`config.mk`:
```
export PLATFORM = sky130hd
export DESIGN_NAME = sfp_link_mgr
export DESIGN_NICKNAME = d
export VERILOG_FILES = /design/src/rtl/sfp_link_mgr.sv
export SDC_FILE = /design/constraint.sdc
export NUM_CORES = 1
export LEC_CHECK = 0
export CORE_ASPECT_RATIO = 1.25
export CORE_MARGIN = 5
export CORE_UTILIZATION = 45
export CTS_BUF_LIST = sky130_fd_sc_hd__clkbuf_2 sky130_fd_sc_hd__clkbuf_4 sky130_fd_sc_hd__clkbuf_8
export CTS_CLUSTER_SIZE = 10
export DETAILED_ROUTE_END_ITERATION = 6
export MAX_ROUTING_LAYER = met4
export PLACE_DENSITY_LB_ADDON = 0.1
export SETUP_SLACK_MARGIN = 0.1
export SKIP_LAST_GASP = 1
export SLEW_MARGIN = 20
export SYNTH_ARGS = -nofsm -noshare
export SYNTH_HDL_FRONTEND = slang
export SYNTH_SLANG_ARGS = --single-unit
```
`constraint.sdc`:
```
create_clock -name clk -period 2.6 [get_ports clk]
set_input_delay 0.78 -clock clk [delete_from_list [all_inputs] [get_ports clk]]
set_output_delay 0.78 -clock clk [all_outputs]
set_load 0.05 [all_outputs]
```
`src/rtl/sfp_link_mgr.sv`:
```
// sfp_link_mgr: per-cage SFP management. It synchronises and debounces mod_abs and
// rxlos, sequences tx_dis through an insertion settle delay, and reports
// present/link status, a link-loss event count and an LED drive.
module sfp_link_mgr #(
  parameter int unsigned DEBOUNCE_CYC     = 100000,
  parameter int unsigned INSERT_DELAY_CYC = 30000000,
  parameter int unsigned BLINK_CYC        = 25000000,
  parameter int unsigned LOS_CNT_W        = 16
) (
  input  logic                 clk,
  input  logic                 rst,
  input  logic                 mod_abs_i,
  input  logic                 rxlos_i,
  input  logic                 tx_dis_req_i,
  input  logic                 los_cnt_clr_i,
  output logic                 tx_dis_o,
  output logic                 present_o,
  output logic                 link_ok_o,
  output logic [2:0]           state_o,
  output logic [LOS_CNT_W-1:0] los_cnt_o,
  output logic                 led_o
);

  localparam int unsigned DB_W  = (DEBOUNCE_CYC > 1) ? $clog2(DEBOUNCE_CYC) : 1;
  localparam int unsigned TMR_W = (INSERT_DELAY_CYC > 1) ? $clog2(INSERT_DELAY_CYC) : 1;
  localparam int unsigned BLK_W = $clog2(BLINK_CYC + 1);

  typedef enum logic [2:0] {
    ST_ABSENT   = 3'd0,
    ST_WAIT     = 3'd1,
    ST_NOLINK   = 3'd2,
    ST_LINK     = 3'd3,
    ST_DISABLED = 3'd4
  } state_e;

  // Bit 0 carries mod_abs and bit 1 carries rxlos.
  logic [1:0]           sync1_q, sync1_d;
  logic [1:0]           sync2_q, sync2_d;
  logic [1:0]           filt_q, filt_d;
  logic [DB_W-1:0]      db_cnt_q [2];
  logic [DB_W-1:0]      db_cnt_d [2];

  state_e               state_q, state_d;
  logic [TMR_W-1:0]     tmr_q, tmr_d;
  logic                 tx_dis_q, tx_dis_d;
  logic                 present_q, present_d;
  logic                 link_ok_q, link_ok_d;
  logic [LOS_CNT_W-1:0] los_cnt_q, los_cnt_d;
  logic                 led_q, led_d;
  logic [BLK_W-1:0]     blink_cnt_q, blink_cnt_d;

  logic                 mod_abs_f;
  logic                 rxlos_f;

  assign mod_abs_f = filt_q[0];
  assign rxlos_f   = filt_q[1];

  // Two-stage synchroniser, then debounce: filtered value follows only after DEBOUNCE_CYC differing cycles
  always_comb begin
    sync1_d  = {rxlos_i, mod_abs_i};
    sync2_d  = sync1_q;
    filt_d   = filt_q;
    db_cnt_d = '{default: '0};
    for (int i = 0; i < 2; i++) begin
      if (sync2_q[i] != filt_q[i]) begin
        if (db_cnt_q[i] == DB_W'(DEBOUNCE_CYC - 1)) begin
          filt_d[i] = sync2_q[i];
        end else begin
          db_cnt_d[i] = db_cnt_q[i] + DB_W'(1);
        end
      end
    end
  end

  // Link state machine; removal overrides every other transition
  always_comb begin
    state_d = state_q;
    tmr_d   = '0;
    case (state_q)
      ST_ABSENT: begin
        if (!mod_abs_f) state_d = ST_WAIT;
      end
      ST_WAIT: begin
        if (tmr_q == TMR_W'(INSERT_DELAY_CYC - 1)) begin
          state_d = tx_dis_req_i ? ST_DISABLED : ST_NOLINK;
        end else begin
          tmr_d = tmr_q + TMR_W'(1);
        end
      end
      ST_NOLINK: begin
        if (tx_dis_req_i)  state_d = ST_DISABLED;
        else if (!rxlos_f) state_d = ST_LINK;
      end
      ST_LINK: begin
        if (tx_dis_req_i) state_d = ST_DISABLED;
        else if (rxlos_f) state_d = ST_NOLINK;
      end
      ST_DISABLED: begin
        if (!tx_dis_req_i) state_d = ST_NOLINK;
      end
      default: state_d = ST_ABSENT;
    endcase
    if (mod_abs_f) state_d = ST_ABSENT;
  end

  // Status outputs follow next-state so they line up with state_o
  always_comb begin
    tx_dis_d  = !((state_d == ST_NOLINK) || (state_d == ST_LINK));
    present_d = (state_d != ST_ABSENT);
    link_ok_d = (state_d == ST_LINK);

    los_cnt_d = los_cnt_q;
    if (los_cnt_clr_i) begin
      los_cnt_d = '0;
    end else if ((state_q == ST_LINK) && (state_d == ST_NOLINK) && (los_cnt_q != '1)) begin
      los_cnt_d = los_cnt_q + LOS_CNT_W'(1);
    end

    led_d       = 1'b0;
    blink_cnt_d = '0;
    if (state_d == ST_LINK) begin
      led_d = 1'b1;
    end else if (state_d == ST_NOLINK) begin
      if (state_q != ST_NOLINK) begin
        led_d       = 1'b1;
        blink_cnt_d = BLK_W'(1);
      end else if (blink_cnt_q == BLK_W'(BLINK_CYC)) begin
        led_d       = !led_q;
        blink_cnt_d = BLK_W'(1);
      end else begin
        led_d       = led_q;
        blink_cnt_d = blink_cnt_q + BLK_W'(1);
      end
    end
  end

  // All state and registered outputs, synchronous active-high reset
  always_ff @(posedge clk) begin
    if (rst) begin
      sync1_q     <= 2'b11;
      sync2_q     <= 2'b11;
      filt_q      <= 2'b11;
      db_cnt_q    <= '{default: '0};
      state_q     <= ST_ABSENT;
      tmr_q       <= '0;
      tx_dis_q    <= 1'b1;
      present_q   <= 1'b0;
      link_ok_q   <= 1'b0;
      los_cnt_q   <= '0;
      led_q       <= 1'b0;
      blink_cnt_q <= '0;
    end else begin
      sync1_q     <= sync1_d;
      sync2_q     <= sync2_d;
      filt_q      <= filt_d;
      db_cnt_q    <= db_cnt_d;
      state_q     <= state_d;
      tmr_q       <= tmr_d;
      tx_dis_q    <= tx_dis_d;
      present_q   <= present_d;
      link_ok_q   <= link_ok_d;
      los_cnt_q   <= los_cnt_d;
      led_q       <= led_d;
      blink_cnt_q <= blink_cnt_d;
    end
  end

  assign tx_dis_o  = tx_dis_q;
  assign present_o = present_q;
  assign link_ok_o = link_ok_q;
  assign state_o   = state_q;
  assign los_cnt_o = los_cnt_q;
  assign led_o     = led_q;

endmodule
```
**Yosys cells after proc, flatten, opt, wreduce, memory -nomap -nowiden**

Cells that the tools add are included.
W data, S select, Z words.

- Add/sub/neg operators: 5
- $mul: 0
- Divide/modulo/power cells: 0
- Magnitude comparators: 0
- Equality and inequality tests: 15
- Shifts and indexed selects: 0
- Multiplexer cells: 15
- Bitwise operators: 4
- Reductions and logical operators: 15

Operators with widths:

| kind | number |
|---|---|
| $add A25 B1 Y25 const B | 2 |
| $eq A25 B25 Y1 const B | 2 |
| $add A17 B1 Y17 const B | 2 |
| $eq A17 B17 Y1 const B | 2 |
| $mux W3 | 8 |
| $add A16 B1 Y16 const B | 1 |
| $ne A16 B16 Y1 const B | 1 |
| $pmux W3 S5 | 1 |
| $eq A3 B2 Y1 const B | 4 |
| $reduce_or A3 Y1 | 4 |
| $mux W1 | 6 |
| $reduce_or A5 Y1 | 1 |
| $ne A4 B2 Y1 const B | 1 |
| $not A1 Y1 | 4 |
| $reduce_and A2 Y1 | 2 |
| $eq A3 B1 Y1 const B | 1 |
| $eq A3 B3 Y1 const B | 1 |
| $logic_not A3 Y1 | 1 |
| $ne A3 B2 Y1 const B | 1 |
| $reduce_bool A3 Y1 | 1 |
| $logic_and A1 B1 Y1 | 2 |
| $logic_not A1 Y1 | 2 |
| $ne A1 B1 Y1 | 2 |
| $reduce_or A2 Y1 | 1 |
| $logic_or A1 B1 Y1 | 1 |

- Flip-flop bits (word level): 113
- Latch bits: 0
- RAM bits: 0
- Memory bits (read-only): 0
- Input port bits: 6
- Output and inout bits: 23
- Logic and storage cells: 69
- Memories: 0

**Longest topological paths before layout**

Gate-level depths: netlist (run 1).

- Word-level depth: 7
- Gate-level depth with buffers: 8

**Least setup slack after synthesis (run 1)**

No wires, ideal clock.

- Path kind: reg-to-reg
- Start point: reg los_cnt_q[4], in the netlist los_cnt_o[4]
- End point: reg los_cnt_q[0], in the netlist los_cnt_o[0]
- Library setup time: 0.128 ns
- Arrival: 2.036 ns
- Data required time: 2.472 ns
- Slack: 0.436 ns
- Cell stages (with the launch flop): 6
- Path buffers: 0
- Cell sequence: dfxtp_1 -> nand4_1 -> nor3_1 -> a21boi_0 -> xnor2_1 -> nor2_1

- Word-level cells in the longest chain between the ends: 2

Ends and longest elaborated chain:

| what | RTL line | text |
|---|---|---|
| start, declared | 48 | `logic [LOS_CNT_W-1:0] los_cnt_q, los_cnt_d;` |
| start signal, assigned | 162 | `los_cnt_q <= los_cnt_d;` |
| $ne A16 B16 Y1 | 115 | `end else if ((state_q == ST_LINK) && (state_d == ST_NOLINK) && (los_cnt_q != '1)) begin` |
| $logic_and A1 B1 Y1 | 115 |  |

Every way passes these cells.
A chain may end at the register's enable or synchronous reset.

**Worst setup path in the final report (run 1)**

- Start point: reg los_cnt_q[13], in the netlist los_cnt_o[13]
- End point: out los_cnt_o[13]

RTL lines:

| what | RTL line | text |
|---|---|---|
| end, declared | 20 | `output logic [LOS_CNT_W-1:0] los_cnt_o,` |

No word-level cell between the ends.

==> impl_results.md, run 1 <==
* Slew Viols, Final at 0
* Final Hold Viols at 0
* Routed Wire Length at 9748 um
* Clock Sink Count at 113
* Post-route cell area at 5863 sq um
* Period Utilization, post-route at 93.75%
* Leakage at 2.042 nW
* DR DRC count at 0
* R2r setup slk at 0.44 ns
* Ant diodes at 0
* Period minus WS final at 2.437 ns
* RSZ-0062 raised after global routing: no
* Avg Vias per Cell at 5.207
* Area grow syn2layout at 19.21%
* Worst-Margin Slew at 0.5619 ns
* CP endpoint: los_cnt_o[13]
* Initial core utilization at 46.11%
* CP arrival at 1.66 ns
* Crit path buffers/inverters at 1
* CP Launch Point: los_cnt_o[13]$_SDFFE_PP0P_
* Rows at 42
* Total GRT Usage at 15.75%
* Post-synth top area cell: dfxtp_1
* Post-synth ARST share at 0%
* CTS tree: built
* Horiz. Die Dim at 103.5 um
* Slew headroom at 62.19%
* Post-synthesis register bit count at 113
* Critical-path top delay cell: clkdlybuf4s50_1
* Total placed instance area at 5404 sq um
* Worst Hold Class: register to register
* Crit path kind: register to output port
* Post-CTS setup repair buffer count at 0
* Reg2Reg Capture Point: db_cnt_q[31]$_SDFF_PP0_
* Largest net degree at the start of global routing at 26
* Worst r2r path cells at 4
* Layout cells sized above 1 at 9.984%
* First-pass GRT wire length at 16960 um
* Antenna violations before repair at 0
* Via count at 3921
* Hold Buf Count CTS at 0
* Final Setup Violations at 0
* Synth top area cells: dfxtp_1, xor2_1, nor2_1
* CTS max path bufs at 2
* TritonCTS Buffers at 17
* Port bufs at 28
* Pre-antenna DRT Iters at 4
* CP delay by family, top: buffers and inverters
* VDD IR max at 0.3363 mV
* Die area at 13130 sq um
* Post-synth top area share at 45.99%
* CTS H-tree lvls at 4
* Crit-path max FO at 5
* Routing usage on met1 at 18.89%
* Yosys Warn Count at 0
* Syn_area_per_cell at 8.783 sq um
* CP required at 1.82 ns
* Core area at 10670 sq um
* Post-synth top flop: dfxtp_1
* Crit. End Element: output port
* Final global-route overflow total at 0
* Post-Syn Area at 4918 sq um
* Layout net count at 620
* Most frequent cells in the layout: nor2_1, dfxtp_1, xor2_1
* Worst-path clk slew at 0.07 ns
* Fin Clk Skew at 0.01169 ns
* Root buffer cell: clkbuf_8
* Post-cts resize count at 7
* Die height at 126.9 um
* Post-Syn Instances at 560
* CP peak stage delay at 0.84 ns
* Commonest non-fill, non-tap cell in the layout: nor2_1
* Worst-Skew Late Latency at 0.43 ns
* Pwr dens at 623.1 nW/um^2
* Grt met3 use at 5.234%
* GP Congestion at 0.8035
* Seq/Total Area, Yosys at 45.99%
* Finished Core Util at 54.96%
* DR WL/cell at 12.95 um
* Crit path cell chain: clkdlybuf4s50_1
* Max cap viols at 0
* IO Pins at 29
* Post-synth EDFFs at 0
* Syn Nets at 572
* Busiest grt layer: met2
* Outcome: finished clean
* Max Fclk at 410.3 MHz
* Grt met2 use at 24.70%
* WP depth at 1
* DP HPWL at 6816 um
* Antenna viol nets, final at 0
* Vias in the first global route at 3786
* Initial DRC Count at 135
* Worst Setup Start Kind: register
* R2R Path Start: db_cnt_q[31]$_SDFF_PP0_
* Distinct cells, synth at 49
-- cell usage after synthesis (3+ instances only) --
| library cell | n |
|---|---|
| buf_4 | 3 |
| nand2_1 | 33 |
| clkbuf_1 | 3 |
| buf_2 | 5 |
| nor2b_1 | 3 |
| ha_1 | 6 |
| or2_2 | 6 |
| or3_1 | 5 |
| xor2_1 | 51 |
| nand4_1 | 31 |
| xnor2_1 | 35 |
| nand4b_1 | 3 |
| nor3_1 | 16 |
| inv_1 | 16 |
| and3_1 | 7 |
| or4b_1 | 3 |
| dfxtp_1 | 113 |
| o21ai_0 | 5 |
| and2_1 | 3 |
| nand3_1 | 40 |
| and4_1 | 8 |
| nor2_1 | 117 |
| a21oi_1 | 6 |
| nor4_1 | 9 |
-- through the flow --
stage          worst slack (ns)  power [mW]  hold WS (ns)  std cells  setup TNS, ns
2_1_floorplan            0.4362       1.791        0.3895        560              0
3_3_place_gp           -0.04220       1.807        0.4027        721        -0.1464
3_5_place_dp            -0.1107       1.807        0.4014        721        -0.3149
4_1_cts                  0.1136       3.701        0.4198        753              0
5_1_grt                  0.1002       3.788        0.4557        753              0
6_report                 0.1626       3.653        0.4179        753              0
-- layout make-up --
| cell class | count | area [sq um] |
|---|---|---|
| Clock inverter | 11 | 185.2 |
| Clock buffer | 21 | 270.3 |
| Sequential cell | 113 | 2262 |
| Inverter | 16 | 60.06 |
| Tap cell | 132 | 165.2 |
| Timing Repair Buffer | 43 | 409.1 |
| Multi-Input combinational cell | 417 | 2511 |
| Fill cell | 979 | 4805 |
-- power breakdown --
group / total [mW] / leakage, nW / switching, mW / internal, mW
clock network: 1.89 / 0.230 / 0.694 / 1.19
logic: 0.0307 / 0.901 / 0.0167 / 0.0140
registers: 1.74 / 0.911 / 0.00206 / 1.73
-- layer usage --
| metal | share of wire [%] | wire, um | up-vias |
|---|---|---|---|
| met2 | 47 | 4605 | 43 |
| met3 | 3.1 | 302 | 13 |
| met4 | 1.7 | 166 | 0 |
| met5 | 0 | 0 | - |
| li1 | - | - | 2012 |
| met1 | 48 | 4674 | 1853 |
-- cells by family after synthesis --
| group | count (synthesis) | share of synthesized area, % |
|---|---|---|
| simple gates | 297 | 30.07 |
| fa+ha+maj | 6 | 1.526 |
| flops | 113 | 45.99 |
| buf+inv | 30 | 2.951 |
| mux | 1 | 0.2035 |
| compound gates | 27 | 3.943 |
| xor+xnor | 86 | 15.31 |
-- state kept, by name, summed over array words and instances (netlist names), 2 cells and up --
name         count
db_cnt_q        34
blink_cnt_q     25
tmr_q           25
los_cnt_o       16
state_o          3
filt_q           2
sync1_q          2
sync2_q          2
-- worst min path at each step --
stage | startpoint | endpoint | slack [ns] | cells after the start
after global routing | sync1_q[1]$_SDFF_PP1_ | sync2_q[1]$_SDFF_PP1_ | 0.46 | 1
after floorplan | sync1_q[0]$_SDFF_PP1_ | sync2_q[0]$_SDFF_PP1_ | 0.39 | 1
final | sync1_q[0]$_SDFF_PP1_ | sync2_q[0]$_SDFF_PP1_ | 0.42 | 1
after detailed placement | sync1_q[0]$_SDFF_PP1_ | sync2_q[0]$_SDFF_PP1_ | 0.40 | 1
after global placement | sync1_q[0]$_SDFF_PP1_ | sync2_q[0]$_SDFF_PP1_ | 0.40 | 1
after CTS | sync1_q[0]$_SDFF_PP1_ | sync2_q[0]$_SDFF_PP1_ | 0.42 | 1
Power figures use the tool's default switching activity.
==> run 2, diff against run 1 <==
CORE_UTILIZATION = 59   (was 45)
==> run 2 against run 1 <==
  * Count of clock-buffer cells in the layout up 2
  * Non-clock buffer count unchanged
  * Utilization up 16 points
  * Total power down 1.7%
  * Sequential cell count unchanged
  * First-iteration DRC count down 1.5%
  * Worst hold slack worse by 0.0010 ns
  * Final area down 0.92%
  * Critical path type unchanged
==> impl_results.md, run 2 (synthesis results as in run 1) <==
* Die area at 10270 sq um (-22%)
* Largest Register: db_cnt_q
* Largest register FFs at 34 (unchanged)
* Antenna viol nets, final at 0 (unchanged)
* Registers with the most flip-flops: db_cnt_q: 34 flops, blink_cnt_q: 25 flops, tmr_q: 25 flops
* IO Pins at 29 (unchanged)
* Root buffer cell: clkbuf_8
* Reg area at 2262 sq um (unchanged)
* Crit path kind: register to output port
* Final Setup Violations at 0 (unchanged)
* Area of the multi-input gates at 2511 sq um (unchanged)
* Final global-route overflow total at 0 (unchanged)
* Worst Hold End: sync2_q[1]$_SDFF_PP1_
* Routed Wire Length at 9461 um (-2.9%)
* Slew Viols, Final at 0 (unchanged)
* Horiz. Die Dim at 91.67 um (-11%)
* R2r setup slk at 0.39 ns (-0.05 ns)
* CP peak stage delay at 0.83 ns (about the same)
* Crit-path max FO at 4 (-1)
* Worst r2r path cells at 4 (unchanged)
* # fillers at 661 (-32%)
* Core area at 8194 sq um (-23%)
* VDD IR max at 0.3732 mV (+11%)
* CP required at 1.82 ns (about the same)
* CP delay by family, top: buffers and inverters
* TritonCTS Buffers at 17 (unchanged)
* Worst-Margin Slew at 0.5954 ns (+0.03342 ns)
* Most frequent cells in the layout: nor2_1, dfxtp_1, xor2_1
* Port bufs at 28 (unchanged)
* Layout cells sized above 1 at 9.400% (-0.58 points)
* Max cap viols at 0 (unchanged)
* Initial core utilization at 60.02% (+14 points)
* Commonest non-fill, non-tap cell in the layout: nor2_1
* Slew headroom at 59.94% (-2.2 points)
* CTS max path bufs at 2 (unchanged)
* Avg Vias per Cell at 5.564 (+6.9%)
* Total GRT Usage at 20.30% (+4.6 points)
* Worst Hold Depth at 1 (unchanged)
* Crit path buffers/inverters at 1 (unchanged)
* Crit path cell chain: clkdlybuf4s50_1
* Clock Sink Count at 113 (unchanged)
* Layout net count at 620 (unchanged)
* DR WL/cell at 13.25 um (+2.4%)
* Antenna violations before repair at 0 (unchanged)
* Outcome: finished clean
* Ant diodes at 0 (unchanged)
* Critical-path top delay cell: clkdlybuf4s50_1
* Hold Buf Count CTS at 0 (unchanged)
* Max Fclk at 411.5 MHz (+0.29%)
* Total placed instance area at 5360 sq um (-0.81%)
* Worst-Skew Late Latency at 0.42 ns (about the same)
* Reg2Reg Capture Point: db_cnt_q[26]$_SDFF_PP0_
* Period Utilization, post-route at 93.48% (-0.27 points)
* GP Congestion at 0.8147 (+1.4%)
* Vias in the first global route at 3910 (+3.3%)
* Worst Hold Class: register to register
* Area grow syn2layout at 18.11%
* Leakage at 2.052 nW (+0.48%)
* Crit. End Element: output port
* RSZ-0062 raised after global routing: no
* HP Start: sync1_q[1]$_SDFF_PP1_
* Largest net degree at the start of global routing at 25 (-3.8%)
* DP HPWL at 6613 um (-3.0%)
* DR DRC count at 0 (unchanged)
* Worst-path clk slew at 0.06 ns (about the same)
* CP arrival at 1.65 ns (about the same)
* Worst Setup Start Kind: register
* Finished Core Util at 70.90% (+16 points)
* R2R Path Start: db_cnt_q[31]$_SDFF_PP0_
* Pwr dens at 618.5 nW/um^2 (-0.74%)
* First-pass GRT wire length at 16730 um (-1.4%)
* Pre-antenna DRT Iters at 4 (unchanged)
* Fin Setup TNS at 0 ns (unchanged)
* CTS tree: built
* Fin Clk Skew at 0.009126 ns (-0.002565 ns)
* Final Hold Viols at 0 (unchanged)
* Period minus WS final at 2.430 ns (-0.007044 ns)
* Die height at 112.1 um (-12%)
* CTS H-tree lvls at 4 (unchanged)
* Initial DRC Count at 133 (-1.5%)
* Overall Power at 3.593 mW (-1.7%)
* Via count at 3973 (+1.3%)
* Post-route cell area at 5809 sq um (-0.92%)
* Rows at 37 (-12%)
-- run 2: what timing repair did --
action                     4_1_cts  5_1_grt
gates resized for setup          6        6
setup endpoints to repair        6        6
buffers inserted                 0        0
pin swaps                        0        0
gates cloned                     0        0
-- run 2: final cells by class --
class	instances	area share [%]
inverter	16	1.034
timing repair buffer	43	7.107
tap	97	2.089
clock buffer	23	5.449
sequential	113	38.94
multi-input combinational	417	43.23
clock inverter	5	2.154
-- run 2: metal layers --
layer / global-route usage (%) / share of wire, % / up-vias / routed length, um
li1: - / - / 2010 / -
met1: 23.14 / 45 / 1857 / 4295
met2: 33.59 / 49 / 84 / 4623
met3: 5.228 / 3.8 / 22 / 360
met4: 8.753 / 1.9 / 0 / 182
met5: - / 0 / - / 0
-- run 2: worst max-delay path by stage --
stage / startpoint / to / slack (ns) / depth (start not counted)
after floorplan: los_cnt_o[4]$_SDFFE_PP0P_ / los_cnt_o[0]$_SDFFE_PP0P_ / 0.44 / 5
after global placement: tx_dis_req_i / los_cnt_o[9]$_SDFFE_PP0P_ / -0.02 / 6
after detailed placement: tx_dis_req_i / los_cnt_o[7]$_SDFFE_PP0P_ / -0.08 / 6
after CTS: los_cnt_o[2]$_SDFFE_PP0P_ / los_cnt_o[2] / 0.12 / 1
after global routing: los_cnt_o[13]$_SDFFE_PP0P_ / los_cnt_o[13] / 0.11 / 1
final: los_cnt_o[10]$_SDFFE_PP0P_ / los_cnt_o[10] / 0.17 / 1
-- run 2: through the flow --
step	hold WS [ns]	cells	setup WS, ns
after floorplan	0.3895	560	0.4362
after global placement	0.4028	686	-0.02014
after detailed placement	0.4107	686	-0.08144
after CTS	0.4247	714	0.1217
after global routing	0.4372	714	0.1065
final	0.4168	714	0.1696
-- run 2: power by group --
group	switching (mW)	total, mW	internal [mW]
Combinational	0.0162	0.0301	0.0139
Sequential	0.00196	1.74	1.74
Clock	0.648	1.83	1.18
Total	0.667	3.59	2.93
